`src/rtl/serial_flag_unit.sv`:
```
// Digit-serial subtractor producing branch flags (zero, carry, overflow, sign) from A - B.
// Optional feature: define CMP_EQ_FAST_EN to retire equal operands without the serial pass.
module serial_flag_unit #(
    parameter int XLEN  = 32,
    parameter int DIGIT = 4
) (
    input  logic            clk,
    input  logic            rst,
    input  logic            in_valid,
    output logic            in_ready,
    input  logic [XLEN-1:0] a,
    input  logic [XLEN-1:0] b,
    input  logic            flush,
    output logic            out_valid,
    input  logic            out_ready,
    output logic [XLEN-1:0] diff,
    output logic            zeroSignal,
    output logic            carrySignal,
    output logic            overflowSignal,
    output logic            signSignal
);

    localparam int N  = XLEN / DIGIT;
    localparam int CW = (N > 1) ? $clog2(N) : 1;

    typedef enum logic [1:0] {
        IDLE = 2'd0,
        RUN  = 2'd1,
        DONE = 2'd2
    } stateT;

    stateT            state;
    stateT            stateNext;

    logic [XLEN-1:0]  aSh;
    logic [XLEN-1:0]  bSh;
    logic             carryReg;
    logic             zeroAcc;
    logic [CW-1:0]    cnt;

    logic             accept;
    logic             lastDigit;
    logic             finishRun;
    logic [DIGIT:0]   digitSum;
    logic             carryIntoMsb;

`ifdef CMP_EQ_FAST_EN
    logic             eqFast;
`endif

    assign in_ready  = (state == IDLE);
    assign out_valid = (state == DONE);

    // A flush seen in IDLE blocks the accept in the same cycle.
    assign accept    = in_valid && (state == IDLE) && !flush;
    assign lastDigit = (cnt == CW'(N - 1));

`ifdef CMP_EQ_FAST_EN
    assign finishRun = lastDigit || eqFast;
`else
    assign finishRun = lastDigit;
`endif

    // One digit of A + ~B + carry; the extra top bit is the digit carry-out.
    assign digitSum = {1'b0, aSh[DIGIT-1:0]}
                    + {1'b0, ~bSh[DIGIT-1:0]}
                    + {{DIGIT{1'b0}}, carryReg};

    // Recover the carry into the sum MSB from the MSB operand bits and sum bit.
    assign carryIntoMsb = aSh[DIGIT-1] ^ ~bSh[DIGIT-1] ^ digitSum[DIGIT-1];

    // NOTE: every output of a combinational block gets a default first so no latch is inferred.
    always_comb begin
        stateNext = state;
        unique case (state)
            IDLE: begin
                if (accept) begin
                    stateNext = RUN;
                end
            end
            RUN: begin
                if (flush) begin
                    stateNext = IDLE;
                end else if (finishRun) begin
                    stateNext = DONE;
                end
            end
            DONE: begin
                if (flush || out_ready) begin
                    stateNext = IDLE;
                end
            end
            default: stateNext = IDLE;
        endcase
    end

    // NOTE: sequential state uses non-blocking assignments so all registers update together.
    always_ff @(posedge clk or posedge rst) begin
        if (rst) begin
            state <= IDLE;
        end else begin
            state <= stateNext;
        end
    end

    always_ff @(posedge clk or posedge rst) begin
        if (rst) begin
            aSh            <= '0;
            bSh            <= '0;
            carryReg       <= 1'b0;
            zeroAcc        <= 1'b0;
            cnt            <= '0;
            diff           <= '0;
            zeroSignal     <= 1'b0;
            carrySignal    <= 1'b0;
            overflowSignal <= 1'b0;
            signSignal     <= 1'b0;
`ifdef CMP_EQ_FAST_EN
            eqFast         <= 1'b0;
`endif
        end else begin
            if (accept) begin
                aSh      <= a;
                bSh      <= b;
                carryReg <= 1'b1;
                zeroAcc  <= 1'b0;
                cnt      <= '0;
`ifdef CMP_EQ_FAST_EN
                eqFast   <= (a == b);
`endif
            end else if (state == RUN && !flush) begin
`ifdef CMP_EQ_FAST_EN
                if (eqFast) begin
                    diff           <= '0;
                    zeroSignal     <= 1'b1;
                    carrySignal    <= 1'b1;
                    overflowSignal <= 1'b0;
                    signSignal     <= 1'b0;
                    eqFast         <= 1'b0;
                end else begin
`endif
                    diff     <= {digitSum[DIGIT-1:0], diff[XLEN-1:DIGIT]};
                    zeroAcc  <= zeroAcc | (|digitSum[DIGIT-1:0]);
                    carryReg <= digitSum[DIGIT];
                    aSh      <= aSh >> DIGIT;
                    bSh      <= bSh >> DIGIT;
                    cnt      <= cnt + CW'(1);
                    if (lastDigit) begin
                        zeroSignal     <= ~(zeroAcc | (|digitSum[DIGIT-1:0]));
                        carrySignal    <= digitSum[DIGIT];
                        overflowSignal <= carryIntoMsb ^ digitSum[DIGIT];
                        signSignal     <= digitSum[DIGIT-1];
                    end
`ifdef CMP_EQ_FAST_EN
                end
`endif
            end
        end
    end

endmodule

```
`config.mk`:
```
export PLATFORM = sky130hd
export DESIGN_NAME = serial_flag_unit
export DESIGN_NICKNAME = d
export VERILOG_FILES = /design/src/rtl/serial_flag_unit.sv
export SDC_FILE = /design/constraint.sdc
export NUM_CORES = 1
export LEC_CHECK = 0
export CAP_MARGIN = 20
export CORE_MARGIN = 8
export CORE_UTILIZATION = 45
export CTS_CLUSTER_SIZE = 8
export DETAILED_ROUTE_END_ITERATION = 8
export PLACE_DENSITY = 0.76
export SLEW_MARGIN = 10
export SYNTH_ARGS = -nofsm -noshare
export SYNTH_HDL_FRONTEND = slang
export SYNTH_SLANG_ARGS = --single-unit
```
`constraint.sdc`:
```
create_clock -name clk -period 4.15 [get_ports clk]
set_input_delay 1.245 -clock clk [delete_from_list [all_inputs] [get_ports clk]]
set_output_delay 1.245 -clock clk [all_outputs]
set_load 0.05 [all_outputs]
```
## Yosys cells after proc, flatten, opt, wreduce, memory -nomap -nowiden

Index checks and enable logic that the tools add are counted.

- Flip-flop bits (word level): 107
- Latch bits: 0
- Bits in writable memories: 0
- Memory bits (read-only): 0
- Input bits: 69
- Output and inout bits: 38
- Logic and storage cells: 54
- Memories kept: 0

- $add $sub $neg: 3
- $mul: 0
- Divide/modulo/power cells: 0
- Order comparisons: 0
- Eq/ne operators: 6
- Shift operators: 0
- Multiplexer cells: 15
- Bitwise operators: 8
- Reduce and logical (&&, ||, !) cells: 11

Operators by type and width:

| kind | number |
|---|---|
| $mux W32 | 4 |
| $mux W2 | 4 |
| $mux W3 | 2 |
| $pmux W2 S3 | 1 |
| $reduce_and A3 Y1 | 2 |
| $add A4 B4 Y5 | 1 |
| $add A5 B1 Y5 | 1 |
| $mux W1 | 4 |
| $ne A2 B1 Y1 const B | 2 |
| $not A4 Y4 | 1 |
| $reduce_or A4 Y1 | 1 |
| $add A3 B1 Y3 const B | 1 |
| $eq A3 B3 Y1 const B | 1 |
| $logic_and A1 B1 Y1 | 3 |
| $ne A3 B3 Y1 const B | 1 |
| $not A1 Y1 | 3 |
| $xor A1 B1 Y1 | 3 |
| $eq A2 B1 Y1 const B | 1 |
| $eq A2 B2 Y1 const B | 1 |
| $logic_not A2 Y1 | 1 |
| $reduce_and A2 Y1 | 1 |
| $reduce_bool A2 Y1 | 1 |
| $logic_not A1 Y1 | 1 |
| $logic_or A1 B1 Y1 | 1 |
| $or A1 B1 Y1 | 1 |

## Depth between registers and ports, before layout

Gate-level depths: netlist of the first run.

- Word-level depth: 7
- Mapped depth: 7
- Gate-level depth less buffers: 7

## Worst setup path after synthesis of the first run

OpenSTA, ideal clock, no wires.

- Path type: reg-to-output
- Start: register state[1]
- End: output out_valid
- Data arrival time: 1,194 ps
- Required time: 2,905 ps
- Setup slack: 1,711 ps
- Stages on the path, launching flop included: 2
- Buffers on the path: 0
- Cell sequence: dfrtp_1 -> nor2b_1

- Word-level cells in the longest chain between the ends: 1

RTL lines:

| what | RTL line | source |
|---|---|---|
| start, declared | 32 | `stateT state;` |
| start signal, assigned | 102 | `state <= stateNext;` |
| $eq A2 B2 Y1 | 52 | `assign out_valid = (state == DONE);` |
| end, declared | 14 | `output logic out_valid,` |

No other way between the ends.

## Worst setup path after layout of the first run

Same ends and word-level chain as after synthesis.

==> metrics.yaml, run 1 <==
final_layout:
  instances_no_fill: 687
  antenna_cells: 0
  drive_above_1_share_pct: 5.23
  areaGrowthSynthToFinish_pct: 30.3
  layout.nets: 625
  regArea_mm2: 0.00268
  layout_commonest_cell: "nand2_1"
  multi_input_area_mm2: 0.00164
  finalInstanceArea_mm2: 0.00584
  num-fill-cells: 849
  final_cell_mix: "196 x nand2_1, 107 x dfrtp_1, 106 x clkdlybuf4s50_1, 51 x a22oi_1, 11 x a22o_1"
run:
  drv_cap: 0
cts:
  tritoncts: "done"
  post_cts.repair.setup_buffers: 0
  cts.sinks: 107
  cts-buffers-inserted: 9
  ctsHoldBuffers: 0
  clock_latency_ps: 370
  cts_resized: 0
  clk_path_buf_depth: 2
  cts_max_level: 3
  cts-root-buf: "clkbuf_8"
  clk_pin_slew_ps: 100
setup_path:
  critPathRequiredTime_ps: 2900
  critPathKind: "reg2out"
  worst_ep_arrival_time_ps: 1940
  setup.worst_path.start_class: "register"
  end_kind: "output pin"
  crit_fanout: 7
sta:
  layout_min_cycle_time_ps: 3180
  hold_viol: 0
  fmax_mhz: 314
  maxSlewHeadroom_pct: 34.3
  fin_crit_sh_pct: 76.7
  worst_pin_slew_ps: 983
  fin_tns_setup_ps: 0
  finalMaxSlewViolations: 0
  rsz0062_at_grt: "no"
  fin_worst_skew_ps: 17.3
  setup_viol: 0
grt:
  grt_first_pass_wirelength_um: 16700
  grt_pass1_vias: 3530
  grt_most_used_layer: "met2"
  track_usage_pct: 15.6
  antenna_found_initial: 0
  grt_max_degree: 66
  gr-usage-met3_pct: 4.85
  grt_use_met1_pct: 19.8
  grt-ovfl-total: 0
  grtUsageMet2_pct: 24.9
power:
  total_leakage_power_nw: 2.83
  peakVddDrop_mv: 0.310
  p_per_area_mw_per_mm2: 557
die:
  ios: 107
  die_h_um: 116
  dieArea_mm2: 0.0134
  die_w_um: 116
  coreArea_mm2: 0.00973
  rows: 36
  start_util_pct: 46.1
detailed_routing:
  first_pass_iters: 4
  drt-initial-drc-count: 190
  totalWireLength_um: 10200
  detail_route.wl_per_cell_um: 14.9
  ant_nets: 0
  viasPerCell: 5.12
  drc: 0
  num_vias: 3517
logic_synthesis:
  avgSynthCellArea_um2: 9.90
  synth-seq-cells: 107
  synth_top_area_cell: "dfrtp_1"
  synth_cells: 453
  yosys_warnings: 0
  yosysSeqAreaShare_pct: 59.7
  syn_nets: 529
  ys_types: 28
  syn-cell-area_mm2: 0.00449
  ys_top_cells_by_area: "dfrtp_1 60%, nand2_1 16%, a22oi_1 8.5%"
  synth_top_cell_area_share_pct: 59.7
place:
  place_congestion: 0.782
  dp_hpwl_um: 7230
  dp_cells: 671
  io_buffers: 106
  placed_area_mm2: 0.00565
outcome:
  outcome: "finished clean"
worst_hold_path:
  hold_class: "reg2reg"
stage by stage:
stage | hold slack [ps] | util (%) | worst slack, ps | total power, mW
after floorplan | 446 | - | 87.8 | 2.23
after global placement | 458 | 58.1 | 1030 | 2.63
after detailed placement | 463 | 58.1 | 993 | 2.66
after CTS | 490 | 60.1 | 954 | 3.28
after global routing | 501 | 60.1 | 890 | 3.44
final | 481 | 60.1 | 968 | 3.25
path summary, 6_finish.rpt:
check | startpoint | endpoint | slack [ps] | cells past startpoint
setup / recovery | state[1] | out_valid | 970 | 2
hold / removal | diff[3] | diff[3] | 480 | 2
setup reg to reg | bSh[0] | zeroSignal | 2030 | 6
hold reg to reg | diff[3] | diff[3] | 480 | 2
max in group asynchronous | rst | aSh[0] | 2100 | 3
min in group asynchronous | rst | diff[6] | 1330 | 2
cell type report:
class                   count  share of cell area, %
multi-input cells         311                   28.0
clock inverters             6                  0.985
inverters                   7                  0.492
repair buffers            113                   19.5
well taps                 133                   2.85
clock buffers              10                   2.35
flip-flops and latches    107                   45.8
power by group:
part,switching [mW],total [mW],internal [mW]
clock,0.378,0.627,0.249
combinational,0.739,1.17,0.432
sequential,0.167,1.46,1.29
total,1.28,3.25,1.97
synth_stat cells:
cell type and n:
nand2_1 196, dfrtp_1 107, a22oi_1 51, buf_2 17
a22o_1 11, nor2_1 9, buf_4 7, inv_1 7
a21oi_1 6, nor3_1 6, a221o_1 5, ha_1 5
o21ai_0 5, clkbuf_1 3, xnor2_1 3, fa_1 2
nand2b_1 2, a2111oi_0 1, a211oi_2 1, and3_1 1
buf_6 1, mux2_1 1, nand2_2 1, nand3b_1 1
nor2_4 1, nor2b_1 1, nor3b_2 1, nor4b_2 1
registers in the layout, indices dropped and copies added (netlist names), 2 cells and up:
register,count
bSh,32
diff,32
aSh,32
cnt,3
state,2
per-layer routing:
metal / wire, µm / vias up
met1: 4630 / 1705
li1: - / 1705
met2: 4690 / 100
met3: 823 / 7
met5: 0 / -
met4: 97 / 0
worst max-delay path, cell delays in order, from the launching register on:
cell and delay [ps]:
dfrtp_1 530, nor2b_1 220, clkdlybuf4s50_1 830
cells by family after synthesis:
group | share of synthesized area (%)
and+or+nand+nor | 19.5
adders and majority gates | 2.29
buffers and inverters | 4.16
muxes | 0.251
AOI/OAI and AO/OA | 13.5
DFF | 59.7
xor gates and xnor gates | 0.586
(Power assumes the default switching activity.)
==> run 2, diff against run 1 <==
- clock period: 4.15 -> 2.81 ns (I/O delays scaled with it)
==> run 2 against run 1 <==
  * Cell count increased by 0.58%
  * Critical path depth unchanged
  * Via count increased by 0.51%
  * Combinational power increased by 49%
  * Sequential cell count unchanged
  * Clock skew decreased by 6.9 ps
  * Worst setup slack got worse by 800 ps
  * Sequential power increased by 47%
  * Register-to-register slack got worse by 1300 ps
  * Cell area increased by 0.13%
  * Critical endpoint is now in_ready
==> metrics.yaml, run 2 (synthesized netlist as in run 1, its figures left out) <==
outcome:
  outcome: "finished clean"
place:
  place_congestion: 0.767  # -1.9%
  dp_hpwl_um: 7350  # +1.8%
  dp_cells: 676  # +0.75%
  io_buffers: 106  # unchanged
  placed_area_mm2: 0.00569  # +0.69%
setup_path:
  cp.depth: 2  # unchanged
  setup.worst_path.end: "in_ready"
  critPathTopFamily: "buffers and inverters"
  crit_fanout: 8  # +1
  regToRegEndpoint: "zeroSignal"
  critPathMaxStageDelay_ps: 810  # -20 ps
  cp_slowest_cell: "clkdlybuf4s50_1"
  crit_chain: "nor2_1 > clkdlybuf4s50_1"
  crit_start: "state[0]"
  critPathKind: "reg2out"
  end_kind: "output pin"
  critPathBufInv: 1  # unchanged
  worst_ep_arrival_time_ps: 1800  # -140 ps
  r2r-start: "aSh[0]"
  critPathRequiredTime_ps: 1970  # -930 ps
  setup.worst_path.start_class: "register"
  reg2reg_depth: 7  # +1
  r2r_slack_ps: 730  # -1300 ps
detailed_routing:
  detail_route.wl_per_cell_um: 14.9  # +0.19%
  first_pass_iters: 5  # +1
  drt-initial-drc-count: 213  # +12%
  viasPerCell: 5.12  # about the same
  drc: 0  # unchanged
  num_vias: 3535  # +0.51%
  totalWireLength_um: 10300  # +0.77%
  ant_nets: 0  # unchanged
sta:
  worst_pin_slew_ps: 759  # -224 ps
  rsz0062_at_grt: "no"
  finalMaxSlewViolations: 0  # unchanged
  fmax_mhz: 378
  setup_viol: 0  # unchanged
  fin_crit_sh_pct: 94.0
  fin_tns_setup_ps: 0  # unchanged
  layout_min_cycle_time_ps: 2640
  hold_slack_ps: 480  # -0.358 ps
  hold_viol: 0  # unchanged
  fin_worst_skew_ps: 10.3  # -6.95 ps
  maxSlewHeadroom_pct: 49.3  # +15 points
power:
  total_leakage_power_nw: 2.83  # +0.12%
  p_per_area_mw_per_mm2: 809  # +45%
  peakVddDrop_mv: 0.437  # +41%
final_layout:
  finalInstanceArea_mm2: 0.00585  # +0.13%
  top_regs: "aSh: 32 flops, bSh: 32 flops, diff: 32 flops"
  num-fill-cells: 867  # +2.1%
  layout.nets: 630  # +0.80%
  utilization_pct: 60.1  # +0.077 points
  drive_above_1_share_pct: 5.73  # +0.50 points
  areaGrowthSynthToFinish_pct: 30.4
  antenna_cells: 0  # unchanged
  instances_no_fill: 691  # +0.58%
  layout_commonest_cell: "nand2_1"
  final_cell_mix: "196 x nand2_1, 107 x dfrtp_1, 105 x clkdlybuf4s50_1, 51 x a22oi_1, 11 x a22o_1"
grt:
  grt-ovfl-total: 0  # unchanged
  grtUsageMet2_pct: 25.2  # +0.35 points
  grt_most_used_layer: "met2"
  gr-usage-met3_pct: 5.37  # +0.52 points
  antenna_found_initial: 0  # unchanged
  grt_max_degree: 108  # +64%
  grt_use_met1_pct: 20.1  # +0.29 points
  grt_pass1_vias: 3622  # +2.6%
  track_usage_pct: 16.0  # +0.40 points
  grt_first_pass_wirelength_um: 17200  # +2.8%
cts:
  cts-root-buf: "clkbuf_8"
  cts_max_level: 3  # unchanged
  cts-buffers-inserted: 9  # unchanged
  clk_pin_slew_ps: 100  # about the same
  cts.sinks: 107  # unchanged
  post_cts.repair.setup_buffers: 0  # unchanged
  clk_path_buf_depth: 2  # unchanged
  tritoncts: "done"
  clock_latency_ps: 360  # about the same
worst_hold_path:
  hold_class: "reg2reg"
die:
  start_util_pct: 46.1  # unchanged
  ios: 107  # unchanged
  die_w_um: 116  # unchanged
  die_h_um: 116  # unchanged
  dieArea_mm2: 0.0134  # unchanged
  coreArea_mm2: 0.00973  # unchanged
  rows: 36  # unchanged
run:
  drv_cap: 0  # unchanged
run 2: area by class of cell:
type,count,area (µm²),area share (%)
flip-flops and latches,107,2680,45.8
multi-input cells,311,1640,28.0
repair buffers,118,1170,20.1
well taps,133,166,2.84
clock buffers,10,128,2.18
clock inverters,5,37.5,0.641
inverters,7,30.0,0.513
run 2: report_power, final:
group | internal, mW | total, mW | switching (mW)
clock network | 0.323 | 0.838 | 0.515
registers | 1.91 | 2.15 | 0.248
logic | 0.646 | 1.74 | 1.09
total | 2.88 | 4.73 | 1.86
run 2: layer usage:
| layer | vias to the layer above | wire length [µm] |
|---|---|---|
| met5 | - | 0 |
| met3 | 17 | 869 |
| met2 | 105 | 4690 |
| li1 | 1711 | - |
| met1 | 1702 | 4610 |
| met4 | 0 | 149 |
run 2: stage by stage:
stage / power [mW] / setup slack [ps]
3_5_place_dp: 3.95 / 69.5
3_3_place_gp: 3.90 / 86.0
4_1_cts: 4.79 / 145
5_1_grt: 5.01 / 106
2_1_floorplan: 3.29 / 679
6_report: 4.73 / 168
run 2: worst min path at each step:
stage	from	endpoint	slack (ps)	cells after the start
after floorplan	aSh[10]	aSh[10]	450	2
after global placement	diff[2]	diff[2]	460	2
after detailed placement	diff[0]	diff[0]	460	2
after CTS	diff[0]	diff[0]	480	2
after global routing	aSh[8]	aSh[8]	510	2
final	diff[0]	diff[0]	480	2
run 2: timing repair:
action | CTS | global route
resized for setup | 1 | 0
hold buffers | 0 | 0
setup endpoints to repair | 1 | 0
run 2: worst min-delay path, stage by stage (launching register included):
cell     delay [ps]
dfrtp_1         350
nand2_1          50
nand2_1          50
==> run 3, diff against run 2 <==
- SKIP_LAST_GASP: not set -> 1
==> results of run 3 <==
Final layout, timing and power as in run 2 (identical DEF).
